==> src/rtl/ps2_key_event_hub.sv <==
// PS/2 keyboard front-end: decodes scan bytes into make/break events with an
// extended-key flag, buffers them in a FWFT FIFO, and shows a rolling history
// of raw bytes on active-low seven-segment digits.

// Hex nibble to active-low gfedcba segment pattern.
module ps2_hex7seg (
  input  logic [3:0] nib_i,
  output logic [6:0] seg_o
);
  // Pure lookup, one pattern per nibble value.
  always_comb begin
    seg_o = 7'b1000000;
    case (nib_i)
      4'h0: seg_o = 7'b1000000;
      4'h1: seg_o = 7'b1111001;
      4'h2: seg_o = 7'b0100100;
      4'h3: seg_o = 7'b0110000;
      4'h4: seg_o = 7'b0011001;
      4'h5: seg_o = 7'b0010010;
      4'h6: seg_o = 7'b0000010;
      4'h7: seg_o = 7'b1111000;
      4'h8: seg_o = 7'b0000000;
      4'h9: seg_o = 7'b0010000;
      4'hA: seg_o = 7'b0001000;
      4'hB: seg_o = 7'b0000011;
      4'hC: seg_o = 7'b1000110;
      4'hD: seg_o = 7'b0100001;
      4'hE: seg_o = 7'b0000110;
      4'hF: seg_o = 7'b0001110;
      default: seg_o = 7'b1000000;
    endcase
  end
endmodule

module ps2_key_event_hub #(
  parameter int DEPTH      = 8,
  parameter int NUM_DIGITS = 8
) (
  input  logic                      clock,
  input  logic                      resetn,
  input  logic                      ps2_key_pressed,
  input  logic [7:0]                ps2_key_data,
  input  logic                      pop,
  output logic                      evt_valid,
  output logic [9:0]                evt_data,
  output logic [$clog2(DEPTH):0]    evt_count,
  output logic                      overflow,
  input  logic                      clear_overflow,
  output logic [7*NUM_DIGITS-1:0]   seg_out
);
  localparam int AW = $clog2(DEPTH);
  localparam int CW = AW + 1;
  localparam int NB = NUM_DIGITS / 2;

  localparam logic [7:0] BYTE_E0 = 8'hE0;
  localparam logic [7:0] BYTE_F0 = 8'hF0;

  typedef enum logic [1:0] {IDLE, GOT_E0, GOT_F0, GOT_E0F0} state_e;

  state_e state_q, state_d;
  logic       emit;
  logic [9:0] emit_evt;

  logic [9:0]    mem_q [DEPTH];
  logic [AW-1:0] wr_ptr_q, rd_ptr_q;
  logic [CW-1:0] count_q, count_d;
  logic          overflow_q, overflow_d;
  logic          full, push_ok, pop_ok, drop;

  logic [NB-1:0][7:0]         hist_q, hist_d;
  logic [NUM_DIGITS-1:0][6:0] seg_q, seg_d;

  // Decoder state register; reset discards any partial prefix.
  always_ff @(posedge clock or negedge resetn) begin
    if (!resetn) state_q <= IDLE;
    else         state_q <= state_d;
  end

  // Prefix tracking and event emission; only strobed bytes advance the FSM.
  always_comb begin
    state_d  = state_q;
    emit     = 1'b0;
    emit_evt = '0;
    if (ps2_key_pressed) begin
      case (state_q)
        IDLE: begin
          if (ps2_key_data == BYTE_E0)      state_d = GOT_E0;
          else if (ps2_key_data == BYTE_F0) state_d = GOT_F0;
          else begin
            emit     = 1'b1;
            emit_evt = {2'b00, ps2_key_data};
          end
        end
        GOT_E0: begin
          if (ps2_key_data == BYTE_E0)      state_d = GOT_E0;
          else if (ps2_key_data == BYTE_F0) state_d = GOT_E0F0;
          else begin
            emit     = 1'b1;
            emit_evt = {2'b10, ps2_key_data};
            state_d  = IDLE;
          end
        end
        GOT_F0: begin
          if (ps2_key_data == BYTE_F0)      state_d = GOT_F0;
          else if (ps2_key_data == BYTE_E0) state_d = GOT_E0F0;
          else begin
            emit     = 1'b1;
            emit_evt = {2'b01, ps2_key_data};
            state_d  = IDLE;
          end
        end
        GOT_E0F0: begin
          if (ps2_key_data == BYTE_E0 || ps2_key_data == BYTE_F0) state_d = GOT_E0F0;
          else begin
            emit     = 1'b1;
            emit_evt = {2'b11, ps2_key_data};
            state_d  = IDLE;
          end
        end
        default: state_d = IDLE;
      endcase
    end
  end

  // A pop frees a slot in the same cycle, so push+pop on a full FIFO succeeds.
  assign full       = (count_q == CW'(DEPTH));
  assign pop_ok     = pop && (count_q != '0);
  assign push_ok    = emit && (!full || pop_ok);
  assign drop       = emit && full && !pop_ok;
  assign count_d    = count_q + CW'(push_ok) - CW'(pop_ok);
  assign overflow_d = drop ? 1'b1 : (clear_overflow ? 1'b0 : overflow_q);

  // FIFO storage and pointers; pointers wrap naturally at a power-of-two depth.
  always_ff @(posedge clock or negedge resetn) begin
    if (!resetn) begin
      for (int i = 0; i < DEPTH; i++) mem_q[i] <= '0;
      wr_ptr_q   <= '0;
      rd_ptr_q   <= '0;
      count_q    <= '0;
      overflow_q <= 1'b0;
    end else begin
      if (push_ok) begin
        mem_q[wr_ptr_q] <= emit_evt;
        wr_ptr_q        <= wr_ptr_q + 1'b1;
      end
      if (pop_ok) rd_ptr_q <= rd_ptr_q + 1'b1;
      count_q    <= count_d;
      overflow_q <= overflow_d;
    end
  end

  assign evt_valid = (count_q != '0);
  assign evt_data  = evt_valid ? mem_q[rd_ptr_q] : 10'd0;
  assign evt_count = count_q;
  assign overflow  = overflow_q;

  // Every strobed byte, prefixes included, shifts in at index 0.
  always_comb begin
    hist_d = hist_q;
    if (ps2_key_pressed) begin
      hist_d[0] = ps2_key_data;
      for (int k = 1; k < NB; k++) hist_d[k] = hist_q[k-1];
    end
  end

  // Digits decode the next history so the display lags the strobe by one edge.
  for (genvar i = 0; i < NUM_DIGITS; i++) begin : g_dig
    logic [3:0] nib;
    assign nib = (i % 2 == 1) ? hist_d[i/2][7:4] : hist_d[i/2][3:0];
    ps2_hex7seg u_hex (.nib_i(nib), .seg_o(seg_d[i]));
  end

  // History and display registers.
  always_ff @(posedge clock or negedge resetn) begin
    if (!resetn) begin
      hist_q <= '0;
      seg_q  <= {NUM_DIGITS{7'b1000000}};
    end else begin
      hist_q <= hist_d;
      seg_q  <= seg_d;
    end
  end

  assign seg_out = seg_q;
endmodule
==> config.mk <==
export PLATFORM = sky130hd
export DESIGN_NAME = ps2_key_event_hub
export DESIGN_NICKNAME = d
export VERILOG_FILES = /design/src/rtl/ps2_key_event_hub.sv
export SDC_FILE = /design/constraint.sdc
export NUM_CORES = 1
export LEC_CHECK = 0
export BUFFER_PORTS_ARGS = -buffer_cell sky130_fd_sc_hd__buf_2
export CORE_UTILIZATION = 54
export CTS_CLUSTER_SIZE = 10
export DETAILED_ROUTE_END_ITERATION = 12
export PLACE_DENSITY = 0.77
export SYNTH_ARGS = -nofsm -noshare
export SYNTH_HDL_FRONTEND = slang
export SYNTH_SLANG_ARGS = --single-unit
==> constraint.sdc <==
create_clock -name clock -period 2.1 [get_ports clock]
set_input_delay 0.21 -clock clock [delete_from_list [all_inputs] [get_ports clock]]
set_output_delay 0.21 -clock clock [all_outputs]
set_load 0.01 [all_outputs]
## Word-level counts from Yosys, hierarchy flattened

Memories as Yosys holds them, arrays and structs flattened. A register that Yosys moved wholly into a read port is not among the register bits.
Index checks and enable logic that the tools add are counted.

- $add $sub $neg: 4
- Magnitude comparators: 3
- Eq/ne operators: 7
- Muxes and demuxes: 34
- Bitwise logic cells: 2
- Reductions and logical operators: 22

Operator list:

| cell | number |
|---|---|
| $bwmux 80 | 1 |
| $mux 10 | 8 |
| $pmux 10 s4 | 1 |
| $mux 32 | 1 |
| $bmux 10 s3 | 1 |
| $demux 10 s3 | 1 |
| $mux 9 | 2 |
| $eq 8x8->1 const B | 2 |
| $mux 8 | 2 |
| $mux 2 | 7 |
| $logic_not 1->1 | 10 |
| $ge 4x4->1 const B | 2 |
| $mux 1 | 8 |
| $not 3->4 | 2 |
| $pmux 2 s4 | 1 |
| $add 3x1->3 const B | 2 |
| $logic_and 1x1->1 | 5 |
| $add 4x1->4 | 1 |
| $eq 2x2->1 const B | 2 |
| $eq 4x4->1 const B | 1 |
| $lt 4x1->1 const B | 1 |
| $reduce_bool 4->1 | 1 |
| $sub 4x1->4 | 1 |
| $ne 3x3->1 const B | 1 |
| 7 further kinds | 8 |

- Register bits: 125
- Bits in read-only memories: 896
- Bits of input ports: 13
- Output and inout port bits: 72
- Word-level logic and storage cells: 97
- Memories: 8

Memories:

| name | depth | width | rd ports | clocked after memory_dff | wr ports | line | RTL |
|---|---|---|---|---|---|---|---|
| (no name shown) | 16 | 7 | 1 | 1 | 0 | 13 | `case (nib_i)` |
| (no name shown) | 16 | 7 | 1 | 1 | 0 | 13 |  |
| (no name shown) | 16 | 7 | 1 | 1 | 0 | 13 |  |
| (no name shown) | 16 | 7 | 1 | 1 | 0 | 13 |  |
| (no name shown) | 16 | 7 | 1 | 1 | 0 | 13 |  |
| (no name shown) | 16 | 7 | 1 | 1 | 0 | 13 |  |
| 2 more memories | -- | -- | -- | -- | -- | -- |  |

## Depth between registers and ports, before layout

- Depth after elaboration: 8
- Mapped depth: 10
- Gate-level depth less buffers: 10

## Hierarchy

A second synthesis with hierarchy kept.

- Cells, all modules: 686
- Area, all modules: 9,250.1 um2

Modules (own cells, without submodules):

| module | times used | cells an instance | area an instance (um2) |
|---|---|---|---|
| ps2_key_event_hub | 1 | 431 | 7,061.8 |
| ps2_hex7seg (g_dig[1].u_hex ...) | 7 | 32 | 275.3 |
| ps2_hex7seg (g_dig[0].u_hex) | 1 | 31 | 261.5 |

## Least setup slack after synthesis

Ideal clock, no wire load.

- Path kind: input to register
- From: input port ps2_key_pressed
- To: register seg_q, in the netlist seg_out[45]
- Setup time: 0.138 ns
- Data arrival time: 2.074 ns
- Setup slack: -0.112 ns
- Cell stages on the path: 7
- Cells stage by stage: buf_4 -> buf_4 -> buf_2 -> mux2i_1 -> inv_1 -> ha_1 -> mux4_2

- Cells in the longest elaborated chain, start to end: 1

Ends and longest elaborated chain:

| what | line | RTL |
|---|---|---|
| start: declaration | 41 | `input logic ps2_key_pressed,` |
| $mux 32 | 160 | `if (ps2_key_pressed) begin` |
| named net g_dig[6].u_hex.nib_i[0] | 7 | `input logic [3:0] nib_i,` |
| end: declaration | 71 | `logic [NUM_DIGITS-1:0][6:0] seg_q, seg_d;` |

The timed path passes the listed nets, and every way through them passes these cells.
A chain may end at the register's enable or synchronous reset.

## Worst setup path in the final report

- From: register rd_ptr_q[0]
- To: output port evt_data[1]

- Cells in the longest elaborated chain, start to end: 5

Ends and longest elaborated chain:

| what | line | RTL |
|---|---|---|
| start: declaration | 65 | `logic [AW-1:0] wr_ptr_q, rd_ptr_q;` |
| start signal: assignment | 146 | `if (pop_ok) rd_ptr_q <= rd_ptr_q + 1'b1;` |
| $not 3->4 (not written as such) | 153 | `assign evt_data = evt_valid ? mem_q[rd_ptr_q] : 10'd0;` |
| $bmux 10 s3 | 153 |  |
| $mux 10 (not written as such) (2 in a row) | 153 |  |
| $mux 10 | 153 |  |
| end: declaration | 45 | `output logic [9:0] evt_data,` |

No other way between the ends. The select of a mux whose other input is x is not followed.

==> impl_metrics.toml <==
[global_routing]
grt_first_pass_wirelength_mm = 32.3
antenna_found_initial = 0
grt-ovfl-total = 0
grt_max_degree = 63
grt_pass1_vias = 6212
grt.total_usage_pct = 25.5

[place]
dp_slack_ns = -0.0209
place_hpwl_mm = 13.6
place_inst = 1017
port_buffers = 84
gp_congestion = 0.980

[route]
drtPass1Iterations = 5
vias = 6029
wl_per_cell_um = 19.0
route.detailed.drc = 0
wl_mm = 20.2
drtIter0Drc = 368
drt-vias-per-instance = 5.67
drtAntennaViolNets = 0

[synth]
netlist_instances = 696
synth_fp_nets = 765
synth_async_sr_flop_share_pct = 100
yosys_most_used_dff = "dfrtp_1"
ys_seq_area_share_pct = 51.5
synth_top_family_by_area = "multiplexers"
synth-compound-area-share_pct = 6.36
ys_seq_elements = 181
avgSynthCellArea_um2 = 12.7
yosys.area_share.simple_pct = 8.52
synthMuxAreaShare_pct = 21.4
yosysUniqueCellTypes = 50
synthAdderAreaFrac_pct = 8.04
synth_xor_area_share_pct = 0.597
syn-cell-area_um2 = 8810
synth_edf_count = 0
yosys_warnings = 0

[sta]
finalHoldViolations = 0
max_freq_mhz = 465
max-slew-margin-rel_pct = 40.1
worst_pin_slew_ns = 0.891
setup_violations = 9
finClkSkew_ns = 0.00589
slew_violations = 0
min_period_ns = 2.15
finalCritPeriodShare_pct = 102
finalWorstSetupSlack_ns = -0.0510
fin_hold_ws_ns = 0.0936
rsz0062_at_grt = "true"

[pwr]
p_total_mw = 13.6
p_sw_mw = 4.60
ir_drop_v = 0.000770
seq_power_share_pct = 39.1
power_leakage_nw = 5.24
clkPwrFrac_pct = 21.4
power_density_nw_per_um2 = 1280
switching_share_pct = 33.8
power_frac_comb_pct = 39.5
intPower_mw = 9.03

[worst_setup_path]
r2r-end = "evt_count[2]"
crit_slowest_cell = "mux4_2"
crit_path_end_kind = "output port"
critical_path.cell_chain = "buf_12 -> buf_16 -> mux4_2 -> mux2i_1 -> nor2_1 -> buf_2"
timing.rr.start = "evt_count[2]"
required_ns = 1.89
start_kind = "register"
worstSetupPathType = "register to output port"
slowest_delay_ns = 0.48
worstPathMaxFanout = 5
worstPathArrival_ns = 1.94
r2r_slack_ns = 0.10
r2r_cells = 9

[clock_network]
cts_root_buf = "clkbuf_16"
clockBufferDepth = 2
insertion_delay_ns = 0.43
cts_buffers = 17
cts_tree = "built"
cts.sinks = 181
htreeDepth = 4
clk_pin_slew_ns = 0.07

[layout]
nets = 904
area_delta_synth_final_pct = 20.8
drive_gt1_share_pct = 37.9
diodes = 0
final_core_util_pct = 67.0
final_cells = 1064

[floorplan]
fp.dieW_um = 130
rows = 46
die_h_um = 130
dieArea_um2 = 16800
core_area_um2 = 15900
start_util_pct = 55.4
ioPinCount = 85

[job]
cap_viol_max_count = 0

[min_path]
min_from = "ps2_key_data[4]"
hold_path_class = "input port to register"
whs_path_depth = 3
min_to = "state_q[1]"

[outcome]
status = "finished, violations left"
violations = "setup timing"
[synthesized netlist by cell type (all sizes together) (11+ instances only)]
master / n / area share [%]
dfrtp: 173 / 49
mux2: 85 / 11
ha: 55 / 7.8
nand2: 50 / 2.1
mux2i: 42 / 4.9
inv: 39 / 1.7
nor2: 37 / 1.6
mux4: 22 / 5.6
clkbuf: 18 / 0.80
o21ai: 17 / 0.97
nor3: 16 / 1.0
a21oi: 15 / 0.85
nand3: 13 / 0.85
buf: 12 / 0.89
o22ai: 11 / 0.78
[worst max-delay path, delay by kind of cell, from the launching register on]
| kind | cells | cell delay, ns |
|---|---|---|
| simple gates | 1 | 0.06 |
| flops | 1 | 0.41 |
| mux | 2 | 0.64 |
| buf+inv | 3 | 0.39 |
[power groups by stage]
stage	combinational (mW)	clock, mW	sequential [mW]
floorplan	3.22	0	5.31
global placement	4.79	0	5.24
detailed placement	4.97	0	5.34
CTS	5.26	2.98	5.31
global route	5.82	3.12	5.46
finish	5.38	2.92	5.33
[worst max path at each step]
stage / from / end / slack [ns] / cells past startpoint
finish: rd_ptr_q[0] / evt_data[1] / -0.05 / 6
global placement: ps2_key_data[3] / evt_count[2] / 0.01 / 8
global route: rd_ptr_q[0] / evt_data[9] / -0.13 / 6
detailed placement: ps2_key_data[3] / evt_count[2] / -0.02 / 8
floorplan: ps2_key_pressed / seg_out[45] / -0.02 / 7
CTS: rd_ptr_q[0] / evt_data[9] / -0.06 / 6
[placed cells by master, fill, tap and decap left out, types with 22 or more instances in the layout]
cell type  instances
buf_2             84
mux2_2            84
nor2_1            36
nand2_1           49
dfrtp_1          172
ha_1              53
mux4_2            22
buf_4             50
inv_1             37
mux2i_1           36
[sequential cells by signal, indices dropped and copies added, names as in the netlist]
register	cells
mem_q	80
seg_out	56
hist_q	32
evt_count	4
rd_ptr_q	3
wr_ptr_q	3
state_q	2
overflow	1
[routing by layer]
metal | global-route usage, % | share of wire (%) | routed length [um] | vias to the layer above
li1 | - | - | - | 2754
met1 | 31.6 | 41 | 8350 | 3047
met2 | 44.1 | 52 | 10400 | 184
met3 | 5.37 | 4.4 | 893 | 44
met4 | 9.99 | 2.5 | 513 | 0
met5 | 0 | 0 | 0 | -
[through the flow]
step           area (um^2)  setup TNS [ns]
2_1_floorplan         8830         -0.0331
3_3_place_gp          9860               0
3_5_place_dp          9860         -0.0209
4_1_cts              10500          -0.444
5_1_grt              10600           -1.04
6_report             10600          -0.243
[cells by family (layout without fill, tap and decap cells)]
| group | after synthesis | count (layout) |
|---|---|---|
| XOR/XNOR | 6 | 6 |
| multiplexers | 149 | 149 |
| adder cells (fa/ha/maj) | 56 | 56 |
| flip-flops | 181 | 181 |
| buffers and inverters | 73 | 225 |
| AO/OA/AOI/OAI | 83 | 83 |
| AND/OR/NAND/NOR | 148 | 148 |
[area by class of cell]
type	count	area, um^2
inverters	43	161
clock inverters	14	103
clock buffers	18	439
multi-input cells	442	4030
fillers	1112	5250
repair buffers	150	1100
well taps	216	270
flip-flops and latches	181	4540
[what timing repair did]
action | CTS | global route
cloned | 2 | 2
resized for setup | 4 | 14
hold buffers | 1 | 1
pin swaps | 1 | 3
hold endpoints to repair | 48 | 1
buffers inserted | 4 | 6
endpoints found under the setup margin | 11 | 42
(Power assumes the default switching activity.)
